$ cat src/rtl/pipeline_hazard_ctrl.sv
// Hazard/stall sequencer for the 5-stage pipeline.
// Drives PC/IF-ID enables, IF/ID flush, freeze, bubble select and perf counters.
module pipeline_hazard_ctrl #(
  parameter int LOAD_BUBBLES   = 1,
  parameter int BRANCH_BUBBLES = 1,
  parameter int CNT_WIDTH      = 16
) (
  input  logic                 clk,
  input  logic                 rst_n,
  input  logic [3:0]           id_rn,
  input  logic [3:0]           id_rm,
  input  logic                 id_uses_rn,
  input  logic                 id_uses_rm,
  input  logic [3:0]           ex_rd,
  input  logic                 ex_mem_read,
  input  logic                 branch_taken,
  input  logic                 mem_busy,
  input  logic                 cnt_clear,
  output logic                 cu_bubble,
  output logic                 pc_enable,
  output logic                 if_id_enable,
  output logic                 if_id_flush,
  output logic                 pipe_freeze,
  output logic [CNT_WIDTH-1:0] stall_count,
  output logic [CNT_WIDTH-1:0] flush_count
);

  typedef enum logic [1:0] {
    RUN      = 2'd0,
    LU_STALL = 2'd1,
    BR_FLUSH = 2'd2
  } state_e;

  localparam logic [1:0] LU_M1 = 2'(LOAD_BUBBLES - 1);
  localparam logic [1:0] BR_M1 = 2'(BRANCH_BUBBLES - 1);

  state_e               state_q, state_d;
  logic [1:0]           cnt_q, cnt_d;
  logic [CNT_WIDTH-1:0] stall_q, flush_q;
  logic                 lu;

  // R15 (PC) is never forwarded from a load, so never a hazard
  assign lu = ex_mem_read && (ex_rd != 4'hF) &&
              ((id_uses_rn && (id_rn == ex_rd)) ||
               (id_uses_rm && (id_rm == ex_rd)));

  always_comb begin
    state_d      = state_q;
    cnt_d        = cnt_q;
    pc_enable    = 1'b1;
    if_id_enable = 1'b1;
    cu_bubble    = 1'b0;
    if_id_flush  = 1'b0;
    pipe_freeze  = 1'b0;
    if (!rst_n) begin
      pc_enable    = 1'b0;
      if_id_enable = 1'b0;
      cu_bubble    = 1'b1;
    end else if (mem_busy) begin
      pc_enable    = 1'b0;
      if_id_enable = 1'b0;
      pipe_freeze  = 1'b1;
    end else begin
      unique case (state_q)
        RUN: begin
          if (branch_taken) begin
            if_id_flush = 1'b1;
            cu_bubble   = 1'b1;
            if (BRANCH_BUBBLES > 1) begin
              state_d = BR_FLUSH;
              cnt_d   = BR_M1;
            end
          end else if (lu) begin
            pc_enable    = 1'b0;
            if_id_enable = 1'b0;
            cu_bubble    = 1'b1;
            if (LOAD_BUBBLES > 1) begin
              state_d = LU_STALL;
              cnt_d   = LU_M1;
            end
          end
        end
        LU_STALL: begin
          pc_enable    = 1'b0;
          if_id_enable = 1'b0;
          cu_bubble    = 1'b1;
          cnt_d        = cnt_q - 2'd1;
          if (cnt_q == 2'd1) state_d = RUN;
        end
        BR_FLUSH: begin
          if_id_flush = 1'b1;
          cu_bubble   = 1'b1;
          cnt_d       = cnt_q - 2'd1;
          if (cnt_q == 2'd1) state_d = RUN;
        end
        default: begin
          state_d = RUN;
          cnt_d   = 2'd0;
        end
      endcase
    end
  end

  always_ff @(posedge clk or negedge rst_n) begin
    if (!rst_n) begin
      state_q <= RUN;
      cnt_q   <= 2'd0;
      stall_q <= '0;
      flush_q <= '0;
    end else begin
      state_q <= state_d;
      cnt_q   <= cnt_d;
      if (cnt_clear) begin
        stall_q <= '0;
        flush_q <= '0;
      end else begin
        if (!pc_enable && (stall_q != '1))
          stall_q <= stall_q + 1'b1;
        if (if_id_flush && (flush_q != '1))
          flush_q <= flush_q + 1'b1;
      end
    end
  end

  assign stall_count = stall_q;
  assign flush_count = flush_q;

endmodule

$ cat config.mk
export PLATFORM = sky130hd
export DESIGN_NAME = pipeline_hazard_ctrl
export DESIGN_NICKNAME = d
export VERILOG_FILES = /design/src/rtl/pipeline_hazard_ctrl.sv
export SDC_FILE = /design/constraint.sdc
export NUM_CORES = 1
export LEC_CHECK = 0
export ABC_AREA = 1
export CORE_MARGIN = 3
export CORE_UTILIZATION = 49
export DETAILED_ROUTE_END_ITERATION = 10
export PLACE_DENSITY = 0.79
export SLEW_MARGIN = 40
export SYNTH_ARGS = -nofsm -noshare
export SYNTH_HDL_FRONTEND = slang
export SYNTH_SLANG_ARGS = --single-unit
export TNS_END_PERCENT = 100
$ cat constraint.sdc
create_clock -name clk -period 2.1 [get_ports clk]
set_clock_uncertainty 0.15 [all_clocks]
set_input_delay 0.315 -clock clk [delete_from_list [all_inputs] [get_ports clk]]
set_output_delay 0.315 -clock clk [all_outputs]
set_load 0.02 [all_outputs]
**Yosys cells after proc, flatten, opt, wreduce, memory -nomap -nowiden**

Index checks and enable logic that the tools add are counted.

- Eq/ne operators: 9
- Add/sub/neg operators: 3
- Mux-type cells: 23
- Bitwise gates (word level): 2
- Reductions and logical operators: 14

Operator list:

| operator | count |
|---|---|
| 16-bit 2-to-1 mux | 4 |
| 16-bit by 1-bit adder with 16-bit output (second input constant) | 2 |
| 16-bit != test (second input constant) | 2 |
| 1-bit 2-to-1 mux | 13 |
| 4-bit equality test | 2 |
| 2-bit case mux with 2 select lines | 2 |
| 1-bit logical AND | 6 |
| 1-bit case mux with 2 select lines | 3 |
| 2-bit by 1-bit equality test with 1-bit output (second input constant) | 2 |
| 4-bit != test (second input constant) | 1 |
| 4-bit AND reduction | 1 |
| 2-bit nonzero test | 2 |
| 3-bit AND reduction | 1 |
| 2-bit equality test (second input constant) | 1 |
| 2-bit zero test | 1 |
| 2-bit 2-to-1 mux | 1 |
| 2-bit by 1-bit != test with 1-bit output (second input constant) | 1 |
| 1-bit inverter | 2 |
| 2-bit OR reduction | 1 |
| 2-bit by 1-bit subtractor with 2-bit output (second input constant) | 1 |
| 1-bit zero test | 1 |
| 1-bit logical OR | 1 |

- Flip-flop bits (word level): 36
- Input bits: 20
- Output and inout bits: 37
- Word-level logic and storage cells: 55

**Longest topological paths before layout**

- Depth in word-level cells: 13
- Depth in mapped cells: 13
- Mapped depth without buffers: 12

**Worst setup path after synthesis**

OpenSTA, ideal clock, no wires.

- Path kind: register to register
- Start: register stall_q[0] (netlist: stall_count[0])
- End: register stall_q[10] (netlist: stall_count[10])
- Arrival time: 1735 ps
- Clock period less this slack: 2002 ps
- Required time: 1833 ps
- Setup time: 117 ps
- Cell stages (with the launch flop): 12
- Slack: 98 ps
- Buffers on the path: 1
- Cell sequence: dfrtp_1 -> ha_1 -> nand3_1 -> inv_1 -> nand3_1 -> nor2_4 -> nand4_2 -> nand3_4 -> nand2_4 -> buf_6 -> nand2_1 -> nand2_1

- Cells in the longest elaborated chain, start to end: 3
- Elaborated cells between the ends (all ways): 6
- Those cells by class: add/sub: 1; eq/ne: 1; mux: 2; reduce/logical: 2

RTL lines:

| what | line | source |
|---|---|---|
| from (decl) | 39 | `logic [CNT_WIDTH-1:0] stall_q, flush_q;` |
| from (signal assigned) | 118 | `stall_q <= stall_q + 1'b1;` |
| 16-bit by 1-bit adder with 16-bit output or 16-bit != test (tied branches) | 118, 117 |  |
| 16-bit 2-to-1 mux or 1-bit logical AND (tied branches) | 117 | `if (!pc_enable && (stall_q != '1))` |
| 16-bit 2-to-1 mux or 2-bit nonzero test (tied branches) | - |  |

Several ways; a longest one is shown, not always the timed one. The select of a mux whose other input is x is not followed.
A chain may end at the register's enable or synchronous reset.

**Worst setup path after layout**

- Start: input port id_rm[3]
- End: output port cu_bubble

- Cells in the longest elaborated chain, start to end: 9

RTL lines:

| what | line | source |
|---|---|---|
| from (decl) | 11 | `input logic [3:0] id_rm,` |
| 4-bit equality test | 45 | `(id_uses_rm && (id_rm == ex_rd)));` |
| 1-bit logical AND | 45 |  |
| 1-bit logical OR | 44 | `((id_uses_rn && (id_rn == ex_rd)) \|\|` |
| 1-bit logical AND | 43 | `assign lu = ex_mem_read && (ex_rd != 4'hF) &&` |
| 1-bit 2-to-1 mux | 73 | `end else if (lu) begin` |
| 1-bit 2-to-1 mux | 66 | `if (branch_taken) begin` |
| 1-bit case mux with 2 select lines | 64 | `unique case (state_q)` |
| 1-bit 2-to-1 mux | 59 | `end else if (mem_busy) begin` |
| 1-bit 2-to-1 mux | 55 | `if (!rst_n) begin` |
| to (decl) | 19 | `output logic cu_bubble,` |

No other way between the ends.

==> results.md <==
* Fin. Hold Viols at 0
* Worst vdd ir at 496 uV
* Crit path max-delay family: buffers and inverters
* Seq. cell area at 801 um^2
* Pwr/cell area at 487 nW/um^2
* GRT Util Overall at 24.5%
* Clk buf depth at 2
* Worst path arrival time at 1.54 ns
* Netlist cell types at 34
* Die span in y at 72.3 um
* Hold WC Path Type: in2async
* Worst Path Max Fanout at 2
* First-pass GRT wire length at 10,200 um
* Most used cell, CP: nand2_1
* H-tree depth at 2
* Cts bufs inserted at 5
* Clock root cell: clkbuf_8
* Dpl ws at -0.469 ns
* Most frequent cells in the layout: 78 x nand2_1, 44 x clkdlybuf4s50_1, 42 x inv_1, 42 x nor2_1
* Drc violations at 0
* ANT cells at 0
* Delay of the slowest critical-path stage at 0.48 ns
* Syn nets at 340
* Placed Instance Area at 2910 um^2
* CTS tree: yes
* CP required at 1.63 ns
* PortBufs at 56
* Io pins at 57
* Pwr Total at 1.50 mW
* Remaining global-route overflow at 0
* Rows at 23
* CTS hold repair buffers at 0
* Antenna-violating nets left at 0
* Area contributors post-synth: dfrtp_1 37%, nand2_1 14%, inv_1 7.7%
* Adder-Cell Fraction of Synth Area at 1.16%
* Critical-path cell with the highest stage delay: clkdlybuf4s50_1
* Area of the multi-input gates at 1160 um^2
* Final WL at 6280 um
* Post-synth top area share at 37.2%
* Number of global-route vias before repair at 2,297
* Flops & latches, synth at 32
* Crit start category: input pin
* Syn Inst Count at 318
* Final period utilization at 95.4%
* Most common cell after layout, fill and taps aside: nand2_1
* Multiplexer share of the synthesized area at 0%
* Yosys top cell by area: dfrtp_1
* Syn Std Cell Area at 2150 um^2
* Worst Slack Setup Final at 0.0971 ns
* TNS Setup at 0 ns
* Area growth syn-to-layout at 43.4%
* Maxcap violations at 0
* Sequential-to-total area share from yosys stat at 37.2%
* Final instance area at 3090 um^2
* Main combinational cell family by area after synthesis: simple AND/OR/NAND/NOR gates
* DR iter-0 viols at 132
* Vias per cell at 5.31
* Dpl hpwl at 4470 um
* Maximum clock rate at 0.499 GHz
* CORE AREA at 4120 um^2
* Drt first pass iters at 4
* Vias at 2,385
* Tmin final at 2.00 ns
* Synth Area in Simple Gates at 39.3%
* Largest net degree at the start of global routing at 33
* CP cell instances: clkdlybuf4s50_1 > inv_1 > nand2_1 > nand2_1 > nor2_1 > nand3_1 > nand2_1 > nand2_2 > a21oi_2 > buf_4
* Fraction of layout cells with a size suffix above 1 at 14.5%
* Full die area at 5230 um^2
* # setup viols final at 0
* Yosys warning count at 0
* Fin Hold WS at 0.395 ns
* Sink Count at 32
* Post-Synth XOR/XNOR Area at 3.66%
* Status: finished, final reports clean
* Worst Tran Pin Value at 0.427 ns
* Fillers at 320
* Initial Util at 52.4%
* Routability cong. at 0.883
* Worst skew pair latency at 0.29 ns
* Initial antenna violation count at 0
* Slew HR at 71.6%
* Synth Area in Compound Gates at 8.13%
* Leak at 1.52 nW
* Post-layout net count at 420
* Avg WL per Cell at 14.0 um
* CP Buf/Inv Count at 3
* Max-slew violations at 0
* Reg clk slew, reported paths at 0.08 ns
* Crit end category: output pin
* Critical path class: in2out
* DIE WIDTH at 72.3 um
* Mapped Avg Cell Area at 6.78 um^2
==> metal layers <==
metal | global-route usage (%) | part of all wire (%)
met4 | 6.89 | 1.6
met3 | 5.54 | 6.2
met5 | 0 | 0
met1 | 33.5 | 45
met2 | 39.0 | 47
==> state kept, by name, summed over array words and instances (netlist names) <==
| signal | flops |
|---|---|
| flush_count | 16 |
| stall_count | 16 |
==> worst paths after layout <==
path                                            start                     endpoint  slack [ns]  cells past startpoint
setup / recovery                             id_rm[3]                    cu_bubble         0.1                     10
setup reg to reg           stall_count[1]$_DFFE_PN0P_  stall_count[15]$_DFFE_PN0P_        0.14                     10
hold / removal                                  rst_n  flush_count[13]$_DFFE_PN0P_        0.40                      3
hold reg to reg            stall_count[9]$_DFFE_PN0P_   stall_count[9]$_DFFE_PN0P_        0.40                      2
max in group asynchronous                       rst_n   stall_count[1]$_DFFE_PN0P_        1.09                      3
min in group clk           stall_count[9]$_DFFE_PN0P_   stall_count[9]$_DFFE_PN0P_        0.40                      2
==> synth_stat cells <==
| cell type | count |
|---|---|
| a21oi_1 | 10 |
| nand3_1 | 33 |
| or2_2 | 1 |
| nor3_4 | 1 |
| a211oi_1 | 2 |
| nand3_4 | 1 |
| a22oi_1 | 1 |
| o21a_1 | 1 |
| o22ai_1 | 1 |
| nand2_1 | 82 |
| nor2_1 | 42 |
| nand4_1 | 7 |
| nand2_4 | 1 |
| ha_1 | 2 |
| nor3_1 | 13 |
| o31ai_1 | 1 |
| and3_1 | 1 |
| nor3b_1 | 1 |
| inv_2 | 1 |
| inv_1 | 44 |
| clkbuf_1 | 5 |
| nand2_2 | 2 |
| nand4_2 | 1 |
| xor2_1 | 6 |
| buf_2 | 2 |
| dfrtp_1 | 32 |
| nor2_2 | 1 |
| nor2_4 | 1 |
| buf_6 | 2 |
| xnor2_1 | 3 |
| o21ai_1 | 1 |
| a31oi_1 | 1 |
| buf_4 | 1 |
| o21ai_0 | 14 |
==> where the power goes <==
group,switching (mW),internal (mW)
clock network,0.252,0.352
logic,0.138,0.125
registers,0.0101,0.626
total,0.400,1.10
==> cell type report <==
cell class                      count  share of cell area, %
Multi-Input combinational cell    231                   37.5
Sequential cell                    32                   25.9
Timing Repair Buffer               83                   25.6
Inverter                           45                   5.47
Clock buffer                        6                   2.35
Tap cell                           50                   2.03
Clock inverter                      2                   1.13
==> logic make-up (layout without fill, tap and decap cells) <==
group | after synthesis | after routing
flops | 32 | 32
simple gates | 188 | 188
fa+ha+maj | 2 | 2
compound gates | 32 | 32
buf+inv | 55 | 136
xor+xnor | 9 | 9
==> stage by stage <==
step	instances	util (%)
CTS	444	72.9
global placement	436	70.7
global route	449	75.1
floorplan	318	-
detailed placement	436	70.7
finish	449	75.1
==> timing repair <==
item,4_1_cts,5_1_grt
setup buffers,0,5
endpoints found under the setup margin,6,25
pin swaps,0,4
endpoints found under the hold margin,0,0
resized for setup,18,22
==> worst min-delay path, stage by stage <==
cell and delay (ns):
clkdlybuf4s50_1 0.47, buf_4 0.11, buf_4 0.37
Note: power is estimated with default switching activity, not from simulation.
